### src/rtl/alu_arbiter.sv
// Round-robin arbiter sharing one external 4-bit ALU between N_REQ requesters.
// The granted requester's operands are steered combinationally to the ALU and
// the ALU result is captured into a single-entry output register.
module alu_arbiter #(
  parameter int unsigned N_REQ = 4,
  parameter int unsigned IDW   = $clog2(N_REQ)
) (
  input  logic                 clk,
  input  logic                 rst_n,
  input  logic [N_REQ-1:0]     req_valid,
  output logic [N_REQ-1:0]     req_ready,
  input  logic [4*N_REQ-1:0]   req_a,
  input  logic [4*N_REQ-1:0]   req_b,
  input  logic [3*N_REQ-1:0]   req_sel,
  output logic [3:0]           alu_a,
  output logic [3:0]           alu_b,
  output logic [2:0]           alu_sel,
  input  logic [3:0]           alu_out,
  input  logic                 alu_carry,
  output logic                 rsp_valid,
  input  logic                 rsp_ready,
  output logic [3:0]           rsp_data,
  output logic                 rsp_carry,
  output logic [IDW-1:0]       rsp_id,
  output logic                 rsp_illegal
);

  localparam logic [IDW-1:0] LastIdx = IDW'(N_REQ - 1);

  logic [IDW-1:0] ptr_q, ptr_d;
  logic           rsp_valid_q;
  logic [3:0]     rsp_data_q;
  logic           rsp_carry_q;
  logic [IDW-1:0] rsp_id_q;
  logic           rsp_illegal_q;

  logic           slot_free;
  logic           grant_found;
  logic [IDW-1:0] grant_idx;
  int unsigned    rr_sum;
  logic [IDW-1:0] rr_idx;

  // Reset gating keeps req_ready low while rst_n is asserted.
  assign slot_free = rst_n & (~rsp_valid_q | rsp_ready);

  // Round-robin search starting at ptr, wrapping modulo N_REQ.
  always_comb begin
    grant_found = 1'b0;
    grant_idx   = '0;
    rr_sum      = 0;
    rr_idx      = '0;
    for (int k = 0; k < N_REQ; k++) begin
      rr_sum = int'(ptr_q) + k;
      if (rr_sum >= N_REQ) rr_sum = rr_sum - N_REQ;
      rr_idx = IDW'(rr_sum);
      if (!grant_found && req_valid[rr_idx]) begin
        grant_found = 1'b1;
        grant_idx   = rr_idx;
      end
    end
    if (!slot_free) grant_found = 1'b0;
  end

  // One-hot grant and ALU operand steering; idle opcode makes the ALU output 0.
  always_comb begin
    req_ready = '0;
    alu_a     = 4'h0;
    alu_b     = 4'h0;
    alu_sel   = 3'b111;
    for (int i = 0; i < N_REQ; i++) begin
      if (grant_found && (grant_idx == IDW'(i))) begin
        req_ready[i] = 1'b1;
        alu_a        = req_a[i*4 +: 4];
        alu_b        = req_b[i*4 +: 4];
        alu_sel      = req_sel[i*3 +: 3];
      end
    end
  end

  // Pointer advances past the granted index; holds when nothing is granted.
  always_comb begin
    ptr_d = ptr_q;
    if (grant_found) begin
      ptr_d = (grant_idx == LastIdx) ? '0 : grant_idx + IDW'(1);
    end
  end

  // Output register: capture on grant, drain on accept, otherwise hold.
  always_ff @(posedge clk) begin
    if (!rst_n) begin
      ptr_q         <= '0;
      rsp_valid_q   <= 1'b0;
      rsp_data_q    <= 4'h0;
      rsp_carry_q   <= 1'b0;
      rsp_id_q      <= '0;
      rsp_illegal_q <= 1'b0;
    end else begin
      ptr_q <= ptr_d;
      if (grant_found) begin
        rsp_valid_q   <= 1'b1;
        rsp_data_q    <= alu_out;
        rsp_carry_q   <= alu_carry;
        rsp_id_q      <= grant_idx;
        rsp_illegal_q <= (alu_sel >= 3'b101);
      end else if (rsp_valid_q && rsp_ready) begin
        rsp_valid_q <= 1'b0;
      end
    end
  end

  assign rsp_valid   = rsp_valid_q;
  assign rsp_data    = rsp_data_q;
  assign rsp_carry   = rsp_carry_q;
  assign rsp_id      = rsp_id_q;
  assign rsp_illegal = rsp_illegal_q;

endmodule
### config.mk
export PLATFORM = sky130hd
export DESIGN_NAME = alu_arbiter
export DESIGN_NICKNAME = d
export VERILOG_FILES = /design/src/rtl/alu_arbiter.sv
export SDC_FILE = /design/constraint.sdc
export NUM_CORES = 1
export LEC_CHECK = 0
export ABC_AREA = 1
export BUFFER_PORTS_ARGS = -buffer_cell sky130_fd_sc_hd__buf_2
export CORE_ASPECT_RATIO = 0.7
export CORE_MARGIN = 5
export CORE_UTILIZATION = 47
export CTS_BUF_LIST = sky130_fd_sc_hd__clkbuf_8
export DETAILED_ROUTE_END_ITERATION = 8
export GPL_ROUTABILITY_DRIVEN = 0
export PLACE_DENSITY_LB_ADDON = 0.12
export SYNTH_ARGS = -nofsm -noshare
export SYNTH_HDL_FRONTEND = slang
export SYNTH_SLANG_ARGS = --single-unit
### constraint.sdc
create_clock -name clk -period 5.8 [get_ports clk]
set_input_delay 0.87 -clock clk [delete_from_list [all_inputs] [get_ports clk]]
set_output_delay 0.87 -clock clk [all_outputs]
set_load 0.005 [all_outputs]
* Word-level counts from Yosys, hierarchy flattened *
Index checks and enable logic that the tools add are counted.

storage, ports and cells
  word-level logic and storage cells = 82
  output and inout port bits = 24
  flip-flop bits (word level) = 11

operators by class
  add/sub/neg operators = 8
  bitwise gates (word level) = 3
  mux-type cells = 40
  eq/ne operators = 3
  $lt $le $gt $ge = 9
  reduce and logical (&&, ||, !) cells = 13

operators with widths
  kind                   count
  $mux W4                8
  $mux W2                9
  $mux W1                15
  $ge A3 B3 Y1 const B   4
  $lt A2 B3 Y1 const B   4
  $mux W3                4
  $bmux W1 S2            4
  $logic_and A1 B1 Y1    8
  $sub A2 B1 Y2 const B  4
  $add A2 B2 Y3 const B  2
  $eq A2 B2 Y1 const B   2
  $add A2 B1 Y3 const B  1
  $ge A2 B3 Y1 const B   1
  $logic_not A1 Y1       3
  $add A2 B1 Y2 const B  1
  $eq A2 B1 Y1 const B   1
  $logic_not A2 Y1       1
  $reduce_bool A2 Y1     1
  $and A1 B1 Y1          1
  $not A1 Y1             1
  $or A1 B1 Y1           1

* Depth between registers and ports, before layout *
  depth in word-level cells = 21
  mapped depth = 22
  gate-level depth less buffers = 22

* Worst setup path after synthesis *
No wires, ideal clock.

  path type = input to output
  start point = input port req_valid[2]
  end point = output port alu_a[1]
  buffers on the path = 0
  path slack = 2068 ps
  arrival = 2862 ps
  cell stages on the path = 19
  cells stage by stage = inv_1 -> nand2_1 -> nand3_2 -> nand2_1 -> nor2_4 -> nand2_1 -> inv_1 -> nor2_1 -> xor2_1 -> inv_1 -> nand2_1 -> inv_1 -> ha_1 -> clkinv_1 -> nor2_4 -> nand2_1 -> nand2_1 -> nand2_1 -> a31oi_1

on the way
  word-level cells in the longest chain between the ends = 18
  elaborated cells between the ends (all ways) = 35
  those cells by class = 3 x eq/ne; 21 x mux; 11 x reduce/logical

RTL lines
  element                        RTL line  RTL
  start, declared                10        input logic [N_REQ-1:0] req_valid,
  $bmux W1 S2                    56        if (!grant_found && req_valid[rr_idx]) begin
  $mux W1 (not written as such)  56
  $mux W1                        56
  $logic_not A1 Y1               56
  $logic_and A1 B1 Y1            56
  $mux W1                        56
  $logic_not A1 Y1               56
  $logic_and A1 B1 Y1            56
  $mux W1                        56
  $logic_not A1 Y1               56
  $logic_and A1 B1 Y1            56
  $mux W2 *                      56
  net grant_idx[0]               39        logic [IDW-1:0] grant_idx;
  $logic_not A2 Y1               71        if (grant_found && (grant_idx == IDW'(i))) begin
  $logic_and A1 B1 Y1            71
  $mux W4 (3 in series)          71
  $mux W4 *                      71
  end, declared                  15        output logic [3:0] alu_a,

Mark *: on every way through the listed nets, which the timed path passes. The rest lies on a longest branch. The select of a mux whose other input is x is not followed.

* Final worst setup path *
  start point = register ptr_q[0]
  end point = output port alu_b[2]

on the way
  word-level cells in the longest chain between the ends = 20
  elaborated cells between the ends (all ways) = 50
  those cells by class = 7 x add/sub; 4 x order compare; 3 x eq/ne; 25 x mux; 11 x reduce/logical

RTL lines
  element                                                                 RTL line  RTL
  start, declared                                                         30        logic [IDW-1:0] ptr_q, ptr_d;
  start signal, assigned                                                  98        ptr_q <= ptr_d;
  parallel branches: the longest is 13 deep, another holds $add A2 B1 Y3  -
  $mux W2 *                                                               56
  net grant_idx[0]                                                        39
  $logic_not A2 Y1                                                        71
  $logic_and A1 B1 Y1                                                     71
  $mux W4 (3 in series)                                                   71
  $mux W4 *                                                               71
  end, declared                                                           16        output logic [3:0] alu_b,

Mark *: on every way through the listed nets, which the timed path passes. The select of a mux whose other input is x is not followed.

==> summary.txt <==
Run status
  – Status: completed

Clock network
  – Postcts setup bufs: 0
  – CTS Hold Bufs: 0
  – # H-tree levels: 1
  – Clk pin slew, worst setup/hold paths: 0.05 ns
  – CTS Buf Count: 3
  – Root buf cell: clkbuf_8
  – CTS resizes: 0
  – TritonCTS clock tree: yes
  – Clock sinks: 11
  – Worst-Skew Late Latency: 0.23 ns
  – CTS Buffer Depth: 2

Timing
  – Max_slew headroom: 41.2%
  – Min cycle time layout: 4.33 ns
  – Hold WS: 0.464 ns
  – Fin Setup TNS: 0 ns
  – Max-slew violations: 0
  – Setup violators final: 0
  – Worst Tran Pin Value: 0.879 ns
  – Max Freq: 231 MHz
  – Setup Skew: 0.00152 ns
  – Hold Vio Cnt, Final: 0
  – PnR worst setup slack: 1.47 ns
  – Period utilization: 74.7%
  – RSZ-0062 raised after global routing: no

Floorplan
  – Initial Utilization: 49.1%
  – Core area: 0.00246 mm²
  – Die height: 52.4 µm
  – DIE AREA: 0.00370 mm²
  – Die width: 70.6 µm
  – # IOs: 80
  – Row count: 15

Setup path
  – Buf/Inv on CP: 6
  – Worst path depth: 21
  – Critical path class: reg2out
  – Cell mode on critical path: nand2_1
  – Worst EP required: 4.93 ns
  – Crit-path cells: inv_1, nand2_1, nand2_1, nand2_1, nand2_2, nor2_4, nand2_1, inv_1, nor2_1, xor2_1, inv_1, nand2_1, inv_1, ha_1, clkinv_1, nor2_4, nand2_1, nand2_1, nand2_1, a31oi_1, buf_2
  – Slowest CP cell: dfxtp_1
  – WP data arrival: 3.46 ns
  – Worst setup path end: alu_b[2]
  – CP endpoint kind: primary output
  – Worst R2R End: rsp_illegal
  – CP max FO: 11
  – Reg2reg start: ptr_q[0]
  – Max stage delay on crit path: 0.55 ns
  – CP top delay family: simple AND/OR/NAND/NOR gates
  – CP Launch Point: ptr_q[0]
  – Startpoint Class: register
  – R2R Setup Slk: 2.75 ns
  – R2R cell count: 20

Layout
  – Antenna cells: 0
  – Nets: 345
  – Commonest non-fill, non-tap cell in the layout: buf_2
  – Area growth syn-to-layout: 36.0%
  – Most frequent cells in the layout: 79 x buf_2, 78 x nand2_1, 27 x inv_1
  – Layout cells sized above 1: 34.2%

Detailed routing
  – Drt drc: 0
  – Drt total wl: 3380 µm
  – First drt pass iteration count: 5
  – DRT iter0 DRCs: 75
  – Via count: 1486
  – Post-DR vias/cell: 4.67
  – Post-route antenna net violation count: 0
  – DR WL/cell: 10.6 µm

Synth
  – Synth Cell Area: 0.00121 mm²
  – Synth Area in XOR/XNOR: 0.725%
  – Syn Nets: 268
  – Yosys reg bits: 11
  – Netlist cell types: 27
  – Yosys Warn Count: 0
  – Area share of fa/ha/maj cells after synthesis: 4.15%
  – Seq/Total Area, Yosys: 18.2%
  – Mux share of post-synthesis cell area: 0%
  – Post-synthesis compound-gate area fraction: 8.70%
  – Synthesized-area fraction occupied by and/or/nand/nor cells: 55.4%
  – Syn_area_per_cell: 5.80 µm²
  – Largest family of logic cells by synthesized area: simple AND/OR/NAND/NOR gates
  – Syn Inst Count: 208

Global routing
  – First-pass GRT wire length: 5710 µm
  – GR Overflow Total: 0
  – Global-route usage over all layers: 18.5%
  – Initial antenna violation count: 0
  – Largest net degree at the start of global routing: 19
  – Vias in the first global route: 1297

Power and ir drop
  – Power Density: 581 mW/mm²
  – Pwr Total: 0.953 mW
  – Max VDD drop: 0.296 mV
  – Leakage: 1.00 nW

Placement
  – IO buf count: 79
  – Dpl ws: 1.54 ns
  – Hpwl dp: 2800 µm

Worst hold path
  – Worst hold path class: reg2reg

Job
  – Maxcap violations: 0
## per-stage QoR
stage,utilization [%],instance area [µm²],cells
floorplan,-,1210,208
global placement,64.9,1600,314
detailed placement,64.9,1600,314
CTS,66.8,1640,318
global route,66.8,1640,318
finish,66.8,1640,318
## sequential cells by signal, indices dropped and copies added, names as in the netlist
register / cells
rsp_illegal: 1
rsp_carry: 1
rsp_valid: 1
rsp_id: 2
ptr_q: 2
rsp_data: 4
## worst min path at each step
| stage | start | endpoint | slack, ns | cells after the start |
|---|---|---|---|---|
| after floorplan | rsp_carry | rsp_carry | 0.46 | 2 |
| after global placement | rsp_illegal | rsp_illegal | 0.46 | 2 |
| after detailed placement | rsp_carry | rsp_carry | 0.46 | 2 |
| after CTS | rsp_carry | rsp_carry | 0.46 | 2 |
| after global routing | rsp_carry | rsp_carry | 0.49 | 2 |
| final | rsp_carry | rsp_carry | 0.46 | 2 |
## power breakdown
group / switching (mW) / internal (mW) / leakage (nW)
logic: 0.464 / 0.292 / 0.881
registers: 0.0224 / 0.102 / 0.0917
clock network: 0.0272 / 0.0463 / 0.0269
## per-layer routing
metal / vias to the layer above / GRT usage (%) / routed length [µm]
met5: - / 0 / 0
met4: 0 / 3.13 / 8
met3: 3 / 5.75 / 305
met2: 47 / 29.2 / 1450
met1: 612 / 25.1 / 1620
li1: 824 / - / -
## cell type report
class | count | area (µm²)
clock buffer | 3 | 41.3
tap | 34 | 42.5
multi-input combinational | 162 | 833
clock inverter | 1 | 3.75
inverter | 28 | 105
timing repair buffer | 79 | 395
sequential | 11 | 220
fill | 252 | 817
## worst register-to-register path, delay by kind of cell (launching register included)
| kind | cells | cell delay (ns) |
|---|---|---|
| xor+xnor | 1 | 0.16 |
| simple gates | 14 | 1.62 |
| flops | 1 | 0.55 |
| buf+inv | 4 | 0.44 |
| fa+ha+maj | 1 | 0.16 |
## cell usage after synthesis
| cell | number | share of area, % |
|---|---|---|
| buf_2 | 3 | 1.2 |
| nand3_2 | 3 | 2.5 |
| nor2_1 | 10 | 3.1 |
| xor2_1 | 1 | 0.73 |
| clkbuf_1 | 1 | 0.31 |
| nand3_4 | 1 | 1.5 |
| nor2_4 | 3 | 2.8 |
| dfxtp_1 | 11 | 18 |
| o21ai_0 | 4 | 1.7 |
| inv_1 | 26 | 8.1 |
| o21ai_1 | 1 | 0.41 |
| buf_4 | 1 | 0.62 |
| clkinv_1 | 1 | 0.31 |
| nand2_4 | 1 | 0.93 |
| ha_1 | 4 | 4.1 |
| buf_6 | 2 | 1.9 |
| o2111ai_1 | 1 | 0.73 |
| nand4_1 | 10 | 5.2 |
| inv_2 | 1 | 0.31 |
| nand3_1 | 25 | 10 |
| o211ai_1 | 5 | 3.1 |
| a21oi_1 | 3 | 1.2 |
| a31oi_1 | 3 | 1.6 |
| and2_4 | 1 | 0.73 |
| nand2_1 | 78 | 24 |
| or2_1 | 3 | 1.6 |
| nand2_2 | 5 | 2.6 |
## cell families (layout without fill, tap and decap cells)
family	after synthesis	count (layout)
buffers and inverters	35	111
AOI/OAI and AO/OA	17	17
DFF	11	11
adders and majority gates	4	4
and+or+nand+nor	140	140
xor gates and xnor gates	1	1
No activity file was read; power rests on OpenSTA's default activity.
